`src/rtl/mem_dcache_if.sv`:
```
`default_nettype none
// ============================================================================
// Module   : mem_dcache_if
// Brief    : MEM-stage to DCache request/response channel.
// Revision : 1.0
// ============================================================================
interface mem_dcache_if;
  logic        req_valid;
  logic        req_ready;
  logic        req_wr;
  logic [31:0] req_addr;
  logic [3:0]  req_wstrb;
  logic [31:0] req_wdata;
  logic        rsp_valid;
  logic [31:0] rsp_rdata;

  modport master (
    output req_valid, req_wr, req_addr, req_wstrb, req_wdata,
    input  req_ready, rsp_valid, rsp_rdata
  );

  modport slave (
    input  req_valid, req_wr, req_addr, req_wstrb, req_wdata,
    output req_ready, rsp_valid, rsp_rdata
  );
endinterface
`default_nettype wire

```
`src/rtl/mem_dcache_access.sv`:
```
`default_nettype none
// ============================================================================
// Module   : mem_dcache_access
// Brief    : MEM-stage data-cache access: request issue, stall, load align.
// Revision : 1.0
// ============================================================================
module mem_dcache_access (
  input  wire logic        clk,
  input  wire logic        rst_n,
  input  wire logic        mem_valid,
  input  wire logic        mem_flush,
  input  wire logic        wb_wr,
  input  wire logic        mem_except,
  input  wire logic        mem_ld_en,
  input  wire logic        mem_st_en,
  input  wire logic [1:0]  mem_size,
  input  wire logic        mem_ld_sign,
  input  wire logic [31:0] mem_addr,
  input  wire logic [31:0] mem_wdata,
  mem_dcache_if.master     dc,
  output logic             stall_req,
  output logic [31:0]      load_data,
  output logic             ex_adel,
  output logic             ex_ades
);

  typedef enum logic [2:0] {
    S_IDLE  = 3'd0,
    S_REQ   = 3'd1,
    S_RESP  = 3'd2,
    S_DONE  = 3'd3,
    S_DRAIN = 3'd4
  } state_t;

  state_t      r_state;
  state_t      w_next;
  logic        w_mis;
  logic        w_acc;
  logic        w_capture;
  logic [3:0]  w_wstrb;
  logic [31:0] w_wdata;
  logic [31:0] w_shifted;
  logic [31:0] w_ld_ext;

  // Size 3 is treated as a word, so size[1] alone selects the word check.
  assign w_mis = ((mem_size == 2'd1) && mem_addr[0]) ||
                 (mem_size[1] && (mem_addr[1:0] != 2'b00));

  assign w_acc = mem_valid & (mem_ld_en | mem_st_en) & ~mem_except & ~w_mis & ~mem_flush;

  assign ex_adel = mem_valid & mem_ld_en & w_mis & ~mem_except;
  assign ex_ades = mem_valid & mem_st_en & w_mis & ~mem_except;

  always_comb begin
    w_wstrb = 4'b0000;
    w_wdata = mem_wdata;
    case (mem_size)
      2'd0: begin
        w_wstrb = 4'b0001 << mem_addr[1:0];
        w_wdata = {4{mem_wdata[7:0]}};
      end
      2'd1: begin
        w_wstrb = 4'b0011 << {mem_addr[1], 1'b0};
        w_wdata = {2{mem_wdata[15:0]}};
      end
      default: begin
        w_wstrb = 4'b1111;
        w_wdata = mem_wdata;
      end
    endcase
    if (!mem_st_en) begin
      w_wstrb = 4'b0000;
    end
  end

  assign dc.req_wr    = mem_st_en;
  assign dc.req_addr  = mem_addr;
  assign dc.req_wstrb = w_wstrb;
  assign dc.req_wdata = w_wdata;

  assign w_shifted = dc.rsp_rdata >> {mem_addr[1:0], 3'b000};

  always_comb begin
    w_ld_ext = w_shifted;
    case (mem_size)
      2'd0:    w_ld_ext = {{24{mem_ld_sign & w_shifted[7]}}, w_shifted[7:0]};
      2'd1:    w_ld_ext = {{16{mem_ld_sign & w_shifted[15]}}, w_shifted[15:0]};
      default: w_ld_ext = w_shifted;
    endcase
  end

  assign w_capture = (r_state == S_RESP) & dc.rsp_valid & ~mem_flush;

  always_ff @(posedge clk or negedge rst_n) begin
    if (!rst_n) begin
      r_state   <= S_IDLE;
      load_data <= 32'd0;
    end else begin
      r_state <= w_next;
      if (w_capture) begin
        load_data <= w_ld_ext;
      end
    end
  end

  always_comb begin
    w_next       = r_state;
    dc.req_valid = 1'b0;
    stall_req    = 1'b0;
    case (r_state)
      S_IDLE: begin
        dc.req_valid = w_acc;
        stall_req    = w_acc;
        if (w_acc) begin
          w_next = dc.req_ready ? S_RESP : S_REQ;
        end
      end
      S_REQ: begin
        dc.req_valid = 1'b1;
        stall_req    = 1'b1;
        if (mem_flush) begin
          w_next = S_IDLE;
        end else if (dc.req_ready) begin
          w_next = S_RESP;
        end
      end
      S_RESP: begin
        stall_req = ~dc.rsp_valid;
        if (mem_flush) begin
          w_next = dc.rsp_valid ? S_IDLE : S_DRAIN;
        end else if (dc.rsp_valid) begin
          w_next = S_DONE;
        end
      end
      // Holding here keeps a completed instruction from re-issuing until WB takes it.
      S_DONE: begin
        if (wb_wr || mem_flush) begin
          w_next = S_IDLE;
        end
      end
      S_DRAIN: begin
        stall_req = 1'b1;
        if (dc.rsp_valid) begin
          w_next = S_IDLE;
        end
      end
      default: w_next = S_IDLE;
    endcase
  end

endmodule
`default_nettype wire

```
`src/flat_wrapper.sv`:
```
// flat-port wrapper written by rule: the top's interface ports become plain ports
module mem_dcache_access_flat 
  (clk, rst_n, mem_valid, mem_flush, wb_wr, mem_except, mem_ld_en, mem_st_en, mem_size, mem_ld_sign, mem_addr, mem_wdata, stall_req, load_data, ex_adel, ex_ades, dc_req_valid, dc_req_wr, dc_req_addr, dc_req_wstrb, dc_req_wdata, dc_req_ready, dc_rsp_valid, dc_rsp_rdata);
  mem_dcache_if dc_i ();
  input  wire logic clk;
  input  wire logic rst_n;
  input  wire logic mem_valid;
  input  wire logic mem_flush;
  input  wire logic wb_wr;
  input  wire logic mem_except;
  input  wire logic mem_ld_en;
  input  wire logic mem_st_en;
  input  wire logic [1:0] mem_size;
  input  wire logic mem_ld_sign;
  input  wire logic [31:0] mem_addr;
  input  wire logic [31:0] mem_wdata;
  output logic stall_req;
  output logic [31:0] load_data;
  output logic ex_adel;
  output logic ex_ades;
  output wire logic [$bits(dc_i.req_valid)-1:0] dc_req_valid;
  output wire logic [$bits(dc_i.req_wr)-1:0] dc_req_wr;
  output wire logic [$bits(dc_i.req_addr)-1:0] dc_req_addr;
  output wire logic [$bits(dc_i.req_wstrb)-1:0] dc_req_wstrb;
  output wire logic [$bits(dc_i.req_wdata)-1:0] dc_req_wdata;
  input wire logic [$bits(dc_i.req_ready)-1:0] dc_req_ready;
  input wire logic [$bits(dc_i.rsp_valid)-1:0] dc_rsp_valid;
  input wire logic [$bits(dc_i.rsp_rdata)-1:0] dc_rsp_rdata;
  assign dc_req_valid = dc_i.req_valid;
  assign dc_req_wr = dc_i.req_wr;
  assign dc_req_addr = dc_i.req_addr;
  assign dc_req_wstrb = dc_i.req_wstrb;
  assign dc_req_wdata = dc_i.req_wdata;
  assign dc_i.req_ready = dc_req_ready;
  assign dc_i.rsp_valid = dc_rsp_valid;
  assign dc_i.rsp_rdata = dc_rsp_rdata;
  mem_dcache_access u_core (.clk(clk), .rst_n(rst_n), .mem_valid(mem_valid), .mem_flush(mem_flush), .wb_wr(wb_wr), .mem_except(mem_except), .mem_ld_en(mem_ld_en), .mem_st_en(mem_st_en), .mem_size(mem_size), .mem_ld_sign(mem_ld_sign), .mem_addr(mem_addr), .mem_wdata(mem_wdata), .dc(dc_i), .stall_req(stall_req), .load_data(load_data), .ex_adel(ex_adel), .ex_ades(ex_ades));
endmodule
```
`config.mk`:
```
export PLATFORM = sky130hd
export DESIGN_NAME = mem_dcache_access_flat
export DESIGN_NICKNAME = d
export VERILOG_FILES = /design/src/rtl/mem_dcache_if.sv /design/src/rtl/mem_dcache_access.sv /design/src/flat_wrapper.sv
export SDC_FILE = /design/constraint.sdc
export NUM_CORES = 1
export LEC_CHECK = 0
export ABC_AREA = 0
export BUFFER_PORTS_ARGS = -buffer_cell sky130_fd_sc_hd__buf_2
export CAP_MARGIN = 10
export CORE_MARGIN = 5
export CORE_UTILIZATION = 35
export DETAILED_ROUTE_END_ITERATION = 16
export GPL_TIMING_DRIVEN = 1
export PLACE_DENSITY = 0.71
export SLEW_MARGIN = 20
export SYNTH_ARGS = -nofsm -noshare
export SYNTH_HDL_FRONTEND = slang
export SYNTH_SLANG_ARGS = --single-unit
```
`constraint.sdc`:
```
create_clock -name clk -period 1.97 [get_ports clk]
set_input_delay 0.2955 -clock clk [delete_from_list [all_inputs] [get_ports clk]]
set_output_delay 0.2955 -clock clk [all_outputs]
set_load 0.01 [all_outputs]
```
==> metrics.cfg <==
[final_layout]
syn_to_final_growth_pct = 24.22
n_fill_cell = 775
nets = 554
antenna_cells = 0
drive_gt1_share_pct = 43.27
fin_util_pct = 45.29

[synth]
netlist_top_cells_count = nand2_1, buf_4, dfrtp_1, a21oi_1, mux2i_1
synth_top_area_cell = dfrtp_1
yosysMostFrequentCell = nand2_1
synth_seq_cells = 35
avgSynthCellArea_sq_um = 8.372
syn_inst = 340
synth_top_area_share_pct = 30.77
synth_area_leaders = dfrtp_1, buf_4, mux2i_1
synth_top_family_by_area = compound AO/OA/AOI/OAI gates
muxShareOfSynthArea_pct = 16.57
yosysWarningCount = 0
synth-seq-area-share_pct = 30.77
synth-compound-area-share_pct = 19.82
yosys.area_share.simple_pct = 16.88
async_flop_share_pct = 100.0
synth_cell_types = 38
synth_fp_nets = 449
synth_flop_cell = dfrtp_1
synth_edf_count = 0
synth-xor-area-share_pct = 0
syn-cell-area_sq_mm = 0.002846
synth_fa_ha_area_share_pct = 0

[setup_path]
regToRegStartpoint = u_core.r_state[2]
r2r_end = u_core.load_data[20]
end_kind = output pin
reg2regPathDepth = 5
critPathKind = primary input to output pin
crit_fanout = 6
cp.arrival_ps = 1580
startpoint_type = primary input
r2r_slack_ps = 180
critical_path_required_ps = 1670

[clocking]
cts_buffers = 5
hold_buffers = 0
clockRootBuffer = clkbuf_8
cts_tree = done
cts.clk_slew.worst_paths_ps = 70
clock_latency_ps = 290
cts.sinks = 35
h-tree-depth = 2
max-clock-path-buffers = 2

[floorplanning]
die_area_sq_mm = 0.01004
fp.dieW_microns = 100.2
io_pins = 214
initial_utilization_pct = 36.46
core_area_sq_mm = 0.007807
rows = 32
die_h_microns = 100.2

[sta]
final.setup.worst_slack_ps = 95.09
worstMarginPinSlew_ps = 780.1
worst_clock_skew_ps = 5.336
fin_crit_ps = 1875
drv_slew = 0
hold_ws_ps = 82.90
setup_viol = 0
max-slew-margin-rel_pct = 48.00
hold_violations = 0
max_freq_mhz = 533.4
finalCritPeriodShare_pct = 95.17
tns_ps = 0
grt_setup_unrepaired = no

[run]
drv_cap = 0

[run_status]
outcome = complete, no violations

[route]
vias_per_cell = 5.119
ant_nets = 0
vias = 2805
drtIter0Drc = 153
drc = 0
drt_wl_total_mm = 9.210
first_pass_iters = 4
post_drt_wl_per_cell_microns = 16.81

[global_routing]
grt_use_met1_pct = 23.40
grt_remaining_overflow = 0
grt_max_degree = 39
gr-usage-met2_pct = 29.05
grtUsageMet3_pct = 3.336
grt_pass1_vias = 2713
track_usage_pct = 17.55
grt_first_pass_wirelength_mm = 14.15
grt-busiest-layer = met2
antenna_found_initial = 0

[power_and_ir_drop]
leakage_nw = 1.808
pwr_density_cell_mw_per_mm2 = 906.0
peakVddDrop_v = 0.0004726
total_power_mw = 3.204

[placement]
dpl_worst_slack_ps = 91.23
io_buffers = 153
place.gp.congestion = 0.9455
place_hpwl_mm = 7.344

[hold_path]
hold_path.class = primary input to async pin

## critical path: stages
cell and delay (ps):
buf_2 130, or3b_4 410, a2111oi_4 390, nor2_1 70, nor3_1 120, buf_2 150
## kinds of logic after synthesis
| group | count (synthesis) |
|---|---|
| AOI/OAI and AO/OA | 83 |
| buffers and inverters | 69 |
| and+or+nand+nor | 109 |
| muxes | 44 |
| DFF | 35 |
## registers in the layout, indices dropped and copies added, names as in the netlist
| signal | cells |
|---|---|
| u_core.load_data | 32 |
| u_core.r_state | 3 |
## worst max-delay path by stage
stage	startpoint	end	cells past startpoint
floorplan	mem_size[1]	dc_req_valid	5
CTS	mem_flush	dc_req_valid	6
global route	mem_flush	stall_req	6
global placement	mem_flush	dc_req_valid	6
finish	mem_flush	dc_req_valid	6
detailed placement	mem_size[0]	u_core.load_data[19]	4
## final cells by class
type                    count  area, sq um  area share [%]
inverters                   2        7.507          0.2123
clock buffers               8        100.1           2.831
multi-input cells         236         1519           42.96
well taps                 102        127.6           3.609
flip-flops and latches     35        875.8           24.77
repair buffers            165        905.9           25.62
## per-layer routing
layer  vias up  part of all wire, %
met2       124                   49
met5         -                    0
li1       1355                    -
met1      1310                   42
met3        16                  6.8
met4         0                  1.5
## layout by cell type (no fill, tap or decap), types with 2 or more instances in the layout
cell type,count
mux2_2,15
buf_2,153
nand2b_1,4
a211oi_1,7
o21ai_0,15
a21oi_1,30
dfrtp_1,35
o21ai_1,3
o21a_1,4
and2_1,2
a21o_1,2
nor3_1,3
mux2i_1,28
nor2b_1,12
nand3_1,2
nor2_1,27
buf_4,8
o2bb2ai_1,8
inv_1,2
o311ai_0,6
nand2_1,53
buf_12,4
o311ai_1,2
clkbuf_8,7
## timing repair
action	in CTS	in global routing
gates resized for setup	0	2
setup endpoints to repair	0	1
setup buffers	0	1
## power by group
group / internal, mW / switching [mW] / total [mW]
clock network: 0.319 / 0.255 / 0.574
logic: 0.646 / 0.767 / 1.41
registers: 1.03 / 0.185 / 1.22
## metrics by stage
stage                     instances  area, sq um
after CTS                       547         3526
after detailed placement        539         3426
final                           548         3536
after floorplan                 340         2846
after global placement          539         3426
after global routing            548         3536
Note: power is estimated with default switching activity, not from simulation.
